--- src/rtl/cond_exec_stage_pkg.sv ---
// Shared definitions for the execute-stage condition/flags logic:
// flag bit positions, condition-code encodings and the shadow state type.
package cond_exec_stage_pkg;

    localparam int FLAGS_WIDTH = 5;
    localparam int FLAG_S      = 4;
    localparam int FLAG_N      = 3;
    localparam int FLAG_Z      = 2;
    localparam int FLAG_C      = 1;
    localparam int FLAG_V      = 0;

    localparam logic [3:0] COND_EQ = 4'b0000;
    localparam logic [3:0] COND_NE = 4'b0001;
    localparam logic [3:0] COND_CS = 4'b0010;
    localparam logic [3:0] COND_CC = 4'b0011;
    localparam logic [3:0] COND_MI = 4'b0100;
    localparam logic [3:0] COND_PL = 4'b0101;
    localparam logic [3:0] COND_VS = 4'b0110;
    localparam logic [3:0] COND_VC = 4'b0111;
    localparam logic [3:0] COND_HI = 4'b1000;
    localparam logic [3:0] COND_LS = 4'b1001;
    localparam logic [3:0] COND_GE = 4'b1010;
    localparam logic [3:0] COND_LT = 4'b1011;
    localparam logic [3:0] COND_GT = 4'b1100;
    localparam logic [3:0] COND_LE = 4'b1101;
    localparam logic [3:0] COND_AL = 4'b1110;
    localparam logic [3:0] COND_NV = 4'b1111;

    typedef enum logic {
        SHADOW_IDLE   = 1'b0,
        SHADOW_ACTIVE = 1'b1
    } shadow_state_e;

endpackage

--- src/rtl/cond_exec_stage_cond_eval.sv ---
// Combinational condition-code check of one instruction against the flags register.
module cond_eval
    import cond_exec_stage_pkg::*;
(
    input  logic [3:0]             Cond,
    input  logic [FLAGS_WIDTH-1:0] Flags,
    output logic                   pass
);

    logic n, z, c, v;

    always_comb begin
        n = Flags[FLAG_N];
        z = Flags[FLAG_Z];
        c = Flags[FLAG_C];
        v = Flags[FLAG_V];
        pass = 1'b0;
        case (Cond)
            COND_EQ: pass = z;
            COND_NE: pass = ~z;
            COND_CS: pass = c;
            COND_CC: pass = ~c;
            COND_MI: pass = n;
            COND_PL: pass = ~n;
            COND_VS: pass = v;
            COND_VC: pass = ~v;
            COND_HI: pass = c & ~z;
            COND_LS: pass = ~(c & ~z);
            COND_GE: pass = (n == v);
            COND_LT: pass = (n != v);
            COND_GT: pass = ~z & (n == v);
            COND_LE: pass = ~(~z & (n == v));
            COND_AL: pass = 1'b1;
            default: pass = 1'b0;
        endcase
    end

endmodule

--- src/rtl/cond_exec_stage.sv ---
// Execute-stage flags register, condition gating, taken-branch resolution,
// branch-shadow kill and the E/M pipeline register.
module cond_exec_stage
    import cond_exec_stage_pkg::*;
#(
    parameter int DATA_WIDTH     = 32,
    parameter int REG_ADDR_WIDTH = 4,
    parameter int BRANCH_SHADOW  = 1
) (
    input  logic                      clk,
    input  logic                      reset,
    input  logic                      ValidE,
    input  logic [3:0]                CondE,
    input  logic [1:0]                FlagsWriteE,
    input  logic [FLAGS_WIDTH-1:0]    ALUFlagsE,
    input  logic                      RegWriteE,
    input  logic                      MemWriteE,
    input  logic                      MemtoRegE,
    input  logic                      BranchE,
    input  logic [REG_ADDR_WIDTH-1:0] WA3E,
    input  logic [DATA_WIDTH-1:0]     ALUResultE,
    input  logic                      FlagsClear,
    input  logic                      StallE,
    input  logic                      FlushE,
    output logic                      CondExE,
    output logic                      BranchTakenE,
    output logic [FLAGS_WIDTH-1:0]    Flags,
    output logic                      ValidM,
    output logic                      RegWriteM,
    output logic                      MemWriteM,
    output logic                      MemtoRegM,
    output logic [REG_ADDR_WIDTH-1:0] WA3M,
    output logic [DATA_WIDTH-1:0]     ALUResultM
);

    localparam int SHADOW_W = 2;
    localparam logic [SHADOW_W-1:0] SHADOW_LOAD = SHADOW_W'(BRANCH_SHADOW);

    logic [FLAGS_WIDTH-1:0]    flags_q, flags_d;
    logic [SHADOW_W-1:0]       shadow_cnt_q, shadow_cnt_d;
    logic                      valid_m_q, valid_m_d;
    logic                      reg_write_m_q, reg_write_m_d;
    logic                      mem_write_m_q, mem_write_m_d;
    logic                      mem_to_reg_m_q, mem_to_reg_m_d;
    logic [REG_ADDR_WIDTH-1:0] wa3_m_q, wa3_m_d;
    logic [DATA_WIDTH-1:0]     alu_result_m_q, alu_result_m_d;

    shadow_state_e shadow_state;
    logic          cond_pass;
    logic          kill;
    logic          commit;

    cond_eval u_cond_eval (
        .Cond  (CondE),
        .Flags (flags_q),
        .pass  (cond_pass)
    );

    always_comb begin
        shadow_state = (shadow_cnt_q != '0) ? SHADOW_ACTIVE : SHADOW_IDLE;
        kill         = FlushE | (shadow_state == SHADOW_ACTIVE);
        CondExE      = ValidE & ~kill & cond_pass;
        commit       = CondExE & ~StallE;
        BranchTakenE = commit & BranchE;
    end

    always_comb begin
        flags_d = flags_q;
        if (commit && FlagsWriteE[1]) begin
            flags_d[FLAG_N] = ALUFlagsE[FLAG_N];
            flags_d[FLAG_Z] = ALUFlagsE[FLAG_Z];
        end
        if (commit && FlagsWriteE[0]) begin
            flags_d[FLAG_C] = ALUFlagsE[FLAG_C];
            flags_d[FLAG_V] = ALUFlagsE[FLAG_V];
            flags_d[FLAG_S] = flags_q[FLAG_S] | ALUFlagsE[FLAG_S];
        end
        // Saturation clear wins over a same-cycle sticky set, committed or not.
        if (FlagsClear) begin
            flags_d[FLAG_S] = 1'b0;
        end
    end

    always_comb begin
        shadow_cnt_d = shadow_cnt_q;
        if (BranchTakenE) begin
            shadow_cnt_d = SHADOW_LOAD;
        end else if ((shadow_state == SHADOW_ACTIVE) && ValidE && !StallE) begin
            shadow_cnt_d = shadow_cnt_q - 1'b1;
        end
    end

    always_comb begin
        valid_m_d      = commit;
        reg_write_m_d  = commit & RegWriteE & ~BranchE;
        mem_write_m_d  = commit & MemWriteE;
        mem_to_reg_m_d = commit & MemtoRegE;
        wa3_m_d        = commit ? WA3E : wa3_m_q;
        alu_result_m_d = commit ? ALUResultE : alu_result_m_q;
    end

    always_ff @(posedge clk) begin
        if (reset) begin
            flags_q        <= '0;
            shadow_cnt_q   <= '0;
            valid_m_q      <= 1'b0;
            reg_write_m_q  <= 1'b0;
            mem_write_m_q  <= 1'b0;
            mem_to_reg_m_q <= 1'b0;
            wa3_m_q        <= '0;
            alu_result_m_q <= '0;
        end else begin
            flags_q        <= flags_d;
            shadow_cnt_q   <= shadow_cnt_d;
            valid_m_q      <= valid_m_d;
            reg_write_m_q  <= reg_write_m_d;
            mem_write_m_q  <= mem_write_m_d;
            mem_to_reg_m_q <= mem_to_reg_m_d;
            wa3_m_q        <= wa3_m_d;
            alu_result_m_q <= alu_result_m_d;
        end
    end

    assign Flags      = flags_q;
    assign ValidM     = valid_m_q;
    assign RegWriteM  = reg_write_m_q;
    assign MemWriteM  = mem_write_m_q;
    assign MemtoRegM  = mem_to_reg_m_q;
    assign WA3M       = wa3_m_q;
    assign ALUResultM = alu_result_m_q;

endmodule

--- config.mk ---
export PLATFORM = sky130hd
export DESIGN_NAME = cond_exec_stage
export DESIGN_NICKNAME = d
export VERILOG_FILES = /design/src/rtl/cond_exec_stage_pkg.sv /design/src/rtl/cond_exec_stage_cond_eval.sv /design/src/rtl/cond_exec_stage.sv
export SDC_FILE = /design/constraint.sdc
export NUM_CORES = 1
export LEC_CHECK = 0
export ABC_AREA = 0
export ABC_CLOCK_PERIOD_IN_PS = 2700
export CORE_UTILIZATION = 42
export CTS_BUF_LIST = sky130_fd_sc_hd__clkbuf_16
export CTS_CLUSTER_DIAMETER = 50
export DETAILED_ROUTE_END_ITERATION = 10
export MAX_ROUTING_LAYER = met4
export PLACE_DENSITY = 0.81
export SETUP_SLACK_MARGIN = 0.05
export SYNTH_ARGS = -nofsm -noshare
export SYNTH_HDL_FRONTEND = slang
export SYNTH_SLANG_ARGS = --single-unit
--- constraint.sdc ---
create_clock -name clk -period 2.7 [get_ports clk]
set_input_delay 0.405 -clock clk [delete_from_list [all_inputs] [get_ports clk]]
set_output_delay 0.405 -clock clk [all_outputs]
set_load 0.005 [all_outputs]
==> results.ini, run 1 <==
[status]
run_status=finished clean

[drt]
drc_errors=0
routedWlPerCell_um=12.8
wirelength_mm=5.28
drtAntennaViolNets=0
drtPass1Iterations=5
drt_iter0_markers=95
vias=1953
routed_via_density=4.73

[power_and_ir_drop]
pwr-share-seq=0.462
p_leak_uw=0.00126
p_sw_uw=344
internal-power_uw=1200
p_clk_frac=0.384
power.density_nw_per_um2=433
ir_drop_mv=0.368
swShare=0.222
power.total_uw=1550
pwr-share-comb=0.154

[global_route]
antenna_found_initial=0
grt_max_degree=54
globalRoute.totalOverflow=0
grt_pass1_wl_mm=8.67
grt_pass1_vias=1808
globalRouteTotalUtil=0.190

[floorplan]
rows=26
fp.dieH_um=76.0
io_pins=104
start_util=0.442
dieWidth_um=76.0
coreArea_um2=5200
die_area_um2=5780

[timing]
setup_violations=0
maxSlewHeadroom=0.566
finalHoldViolations=0
whs_ns=0.469
fin_crit_ns=2.46
fin_crit_sh=0.912
rsz0062_at_grt=no
drv_slew=0
tightestPinTransition_ns=0.651
fmax_mhz=406
clock-skew-final_ns=0.00489

[setup_path]
end_kind=output port
startpoint=CondE[3]
worstReg2RegEnd=ALUResultM[8]
worstRegToRegCells=7
worstPathMaxFanout=12
reg2reg_from=Flags[0]
arrival_ns=2.06
startpoint_type=input pin
worstPathRequired_ns=2.30
rrSetupSlack_ns=0.55
cp-endpoint=CondExE
path_class=input pin to output port

[min_path]
hold_path_class=flop to flop
hp-start=WA3M[1]

[placement]
port_buffers=103
place_inst=405
dpl_cell_area_um2=3420
dpl.hpwl_mm=3.78
gp_congestion=0.758

[clock_network]
cts_buffer_depth=2
cts_root_buffer=clkbuf_16
htree_num_levels=2
clock_latency_ns=0.28
clk_pin_slew_ns=0.06
cts_tree=built
cts_sinks=47
cts_made_buffers=5
cts_setup_buffers=0

[synthesis]
synthTopCellsByArea=dfxtp_1 41%, nand2b_1 22%, mux2i_1 17%, clkbuf_1 1.6%, nor4b_2 1.3%
ys_ff_latch=47
synth_sequential_area_ratio=0.409
yosysTopAreaCellShare=0.409
yosys.area.top_type=dfxtp_1
syn_area_um2=2300
syn_nets=296
synth_warnings=0
ys_types=34
avgSynthCellArea_um2=9.67
syn_inst=238

[finish]
drive_above_1_share=0.0933
syn_to_final_growth_pct=55.2
final_cells=413
nNetsFinal=400
n_antenna_cell=0
fill_cells=418
final_cell_area_um2=3570
final_core_util=0.686

[flow_run]
maxCapViolCount=0

==> worst min-delay path by stage <==
| stage | end | slack (ns) | cells past startpoint |
|---|---|---|---|
| finish | WA3M[1] | 0.47 | 2 |
| global route | ALUResultM[17] | 0.49 | 2 |
| CTS | ALUResultM[13] | 0.48 | 2 |
| detailed placement | ALUResultM[21] | 0.46 | 2 |
| global placement | ALUResultM[25] | 0.46 | 2 |
| floorplan | ALUResultM[0] | 0.46 | 2 |
==> cell usage after synthesis (all sizes together) <==
master,count
and3b,2
nand2,4
o2bb2ai,1
nor2b,3
clkbuf,10
nand4,2
o32ai,1
nor4,3
nor2,7
nor4b,2
mux2i,40
a211oi,1
a22o,1
xnor2,3
o211ai,1
inv,3
o21a,1
nand3,2
nand4b,2
and2,4
buf,7
nor3,1
dfxtp,47
ha,1
a311oi,1
o21ai,3
nor3b,1
nand3b,1
a21oi,2
nand2b,81
==> critical path, stage by stage <==
cell and delay [ns]:
clkdlybuf4s18_2 0.30, nand2b_1 0.08, nand3b_1 0.09, a311oi_1 0.08, buf_4 0.15, nor4_4 0.41
nor2_1 0.08, clkdlybuf4s50_1 0.45
==> power groups by stage <==
stage / Combinational (uW) / Sequential [uW] / Clock [uW]
after floorplan: 103 / 733 / 0
after global placement: 236 / 732 / 0
after detailed placement: 240 / 732 / 0
after CTS: 240 / 717 / 611
after global routing: 257 / 716 / 648
final: 238 / 715 / 595
==> stage by stage <==
| stage | TNS (ns) | setup slack (ns) |
|---|---|---|
| global placement | -1.29 | -0.235 |
| detailed placement | -3.17 | -0.293 |
| finish | 0 | 0.237 |
| CTS | 0 | 0.0524 |
| floorplan | 0 | 0.329 |
| global route | 0 | 0.136 |
==> cell families (layout without fill, tap and decap cells) <==
logic type | Yosys count | after routing | share of synthesized area
mux | 40 | 40 | 0.174
simple gates | 115 | 115 | 0.321
fa+ha+maj | 1 | 1 | 0.00544
xor+xnor | 3 | 3 | 0.0114
compound gates | 12 | 12 | 0.0392
buf+inv | 20 | 125 | 0.0402
flops | 47 | 47 | 0.409
==> registers in the layout, indices dropped and copies added, names as in the netlist <==
signal and count:
ALUResultM 32, Flags 5, MemWriteM 1, MemtoRegM 1, RegWriteM 1, ValidM 1, WA3M 4, shadow_cnt_q 2
==> cell type report <==
class                   instances  area, um2  share of cell area
clock buffers                   5        125              0.0350
clock inverters                 3       18.8             0.00526
inverters                       3       11.3             0.00315
multi-input cells             171       1280               0.358
flip-flops and latches         47        950               0.266
well taps                      70       87.6              0.0245
repair buffers                114       1100               0.308
==> routing by layer <==
layer / GRT usage / part of all wire / vias up
li1: - / - / 995
met1: 0.218 / 0.44 / 881
met2: 0.326 / 0.49 / 75
met3: 0.0491 / 0.067 / 2
met4: 0.0577 / 0.0082 / 0
met5: - / 0 / -
==> layout by cell type, fill, tap and decap left out, drive strengths merged, types with 3 or more instances in the layout <==
cell type      instances
clkdlybuf4s50         97
nand2b                81
dfxtp                 47
mux2i                 40
buf                   12
nor2                   7
clkbuf                 7
nand2                  4
inv                    4
and2                   4
nor2b                  3
xnor2                  3
nor4                   3
o21ai                  3
==> repair_timing <==
action / in CTS / in global routing
hold buffers: 0 / 0
pin swaps: 3 / 2
setup endpoints to repair: 2 / 2
resized for setup: 7 / 14
gates cloned: 0 / 0
No activity file was read; power rests on OpenSTA's default activity.
==> run 2: changes to the inputs <==
--- a/config.mk
+++ b/config.mk
@@ -11,6 +11,7 @@
 export CTS_BUF_LIST = sky130_fd_sc_hd__clkbuf_16
 export CTS_CLUSTER_DIAMETER = 50
 export DETAILED_ROUTE_END_ITERATION = 10
+export GPL_ROUTABILITY_DRIVEN = 1
 export MAX_ROUTING_LAYER = met4
 export PLACE_DENSITY = 0.81
 export SETUP_SLACK_MARGIN = 0.05
==> results of run 2 <==
The final DEF is identical to that of run 1; final timing and power are the same.
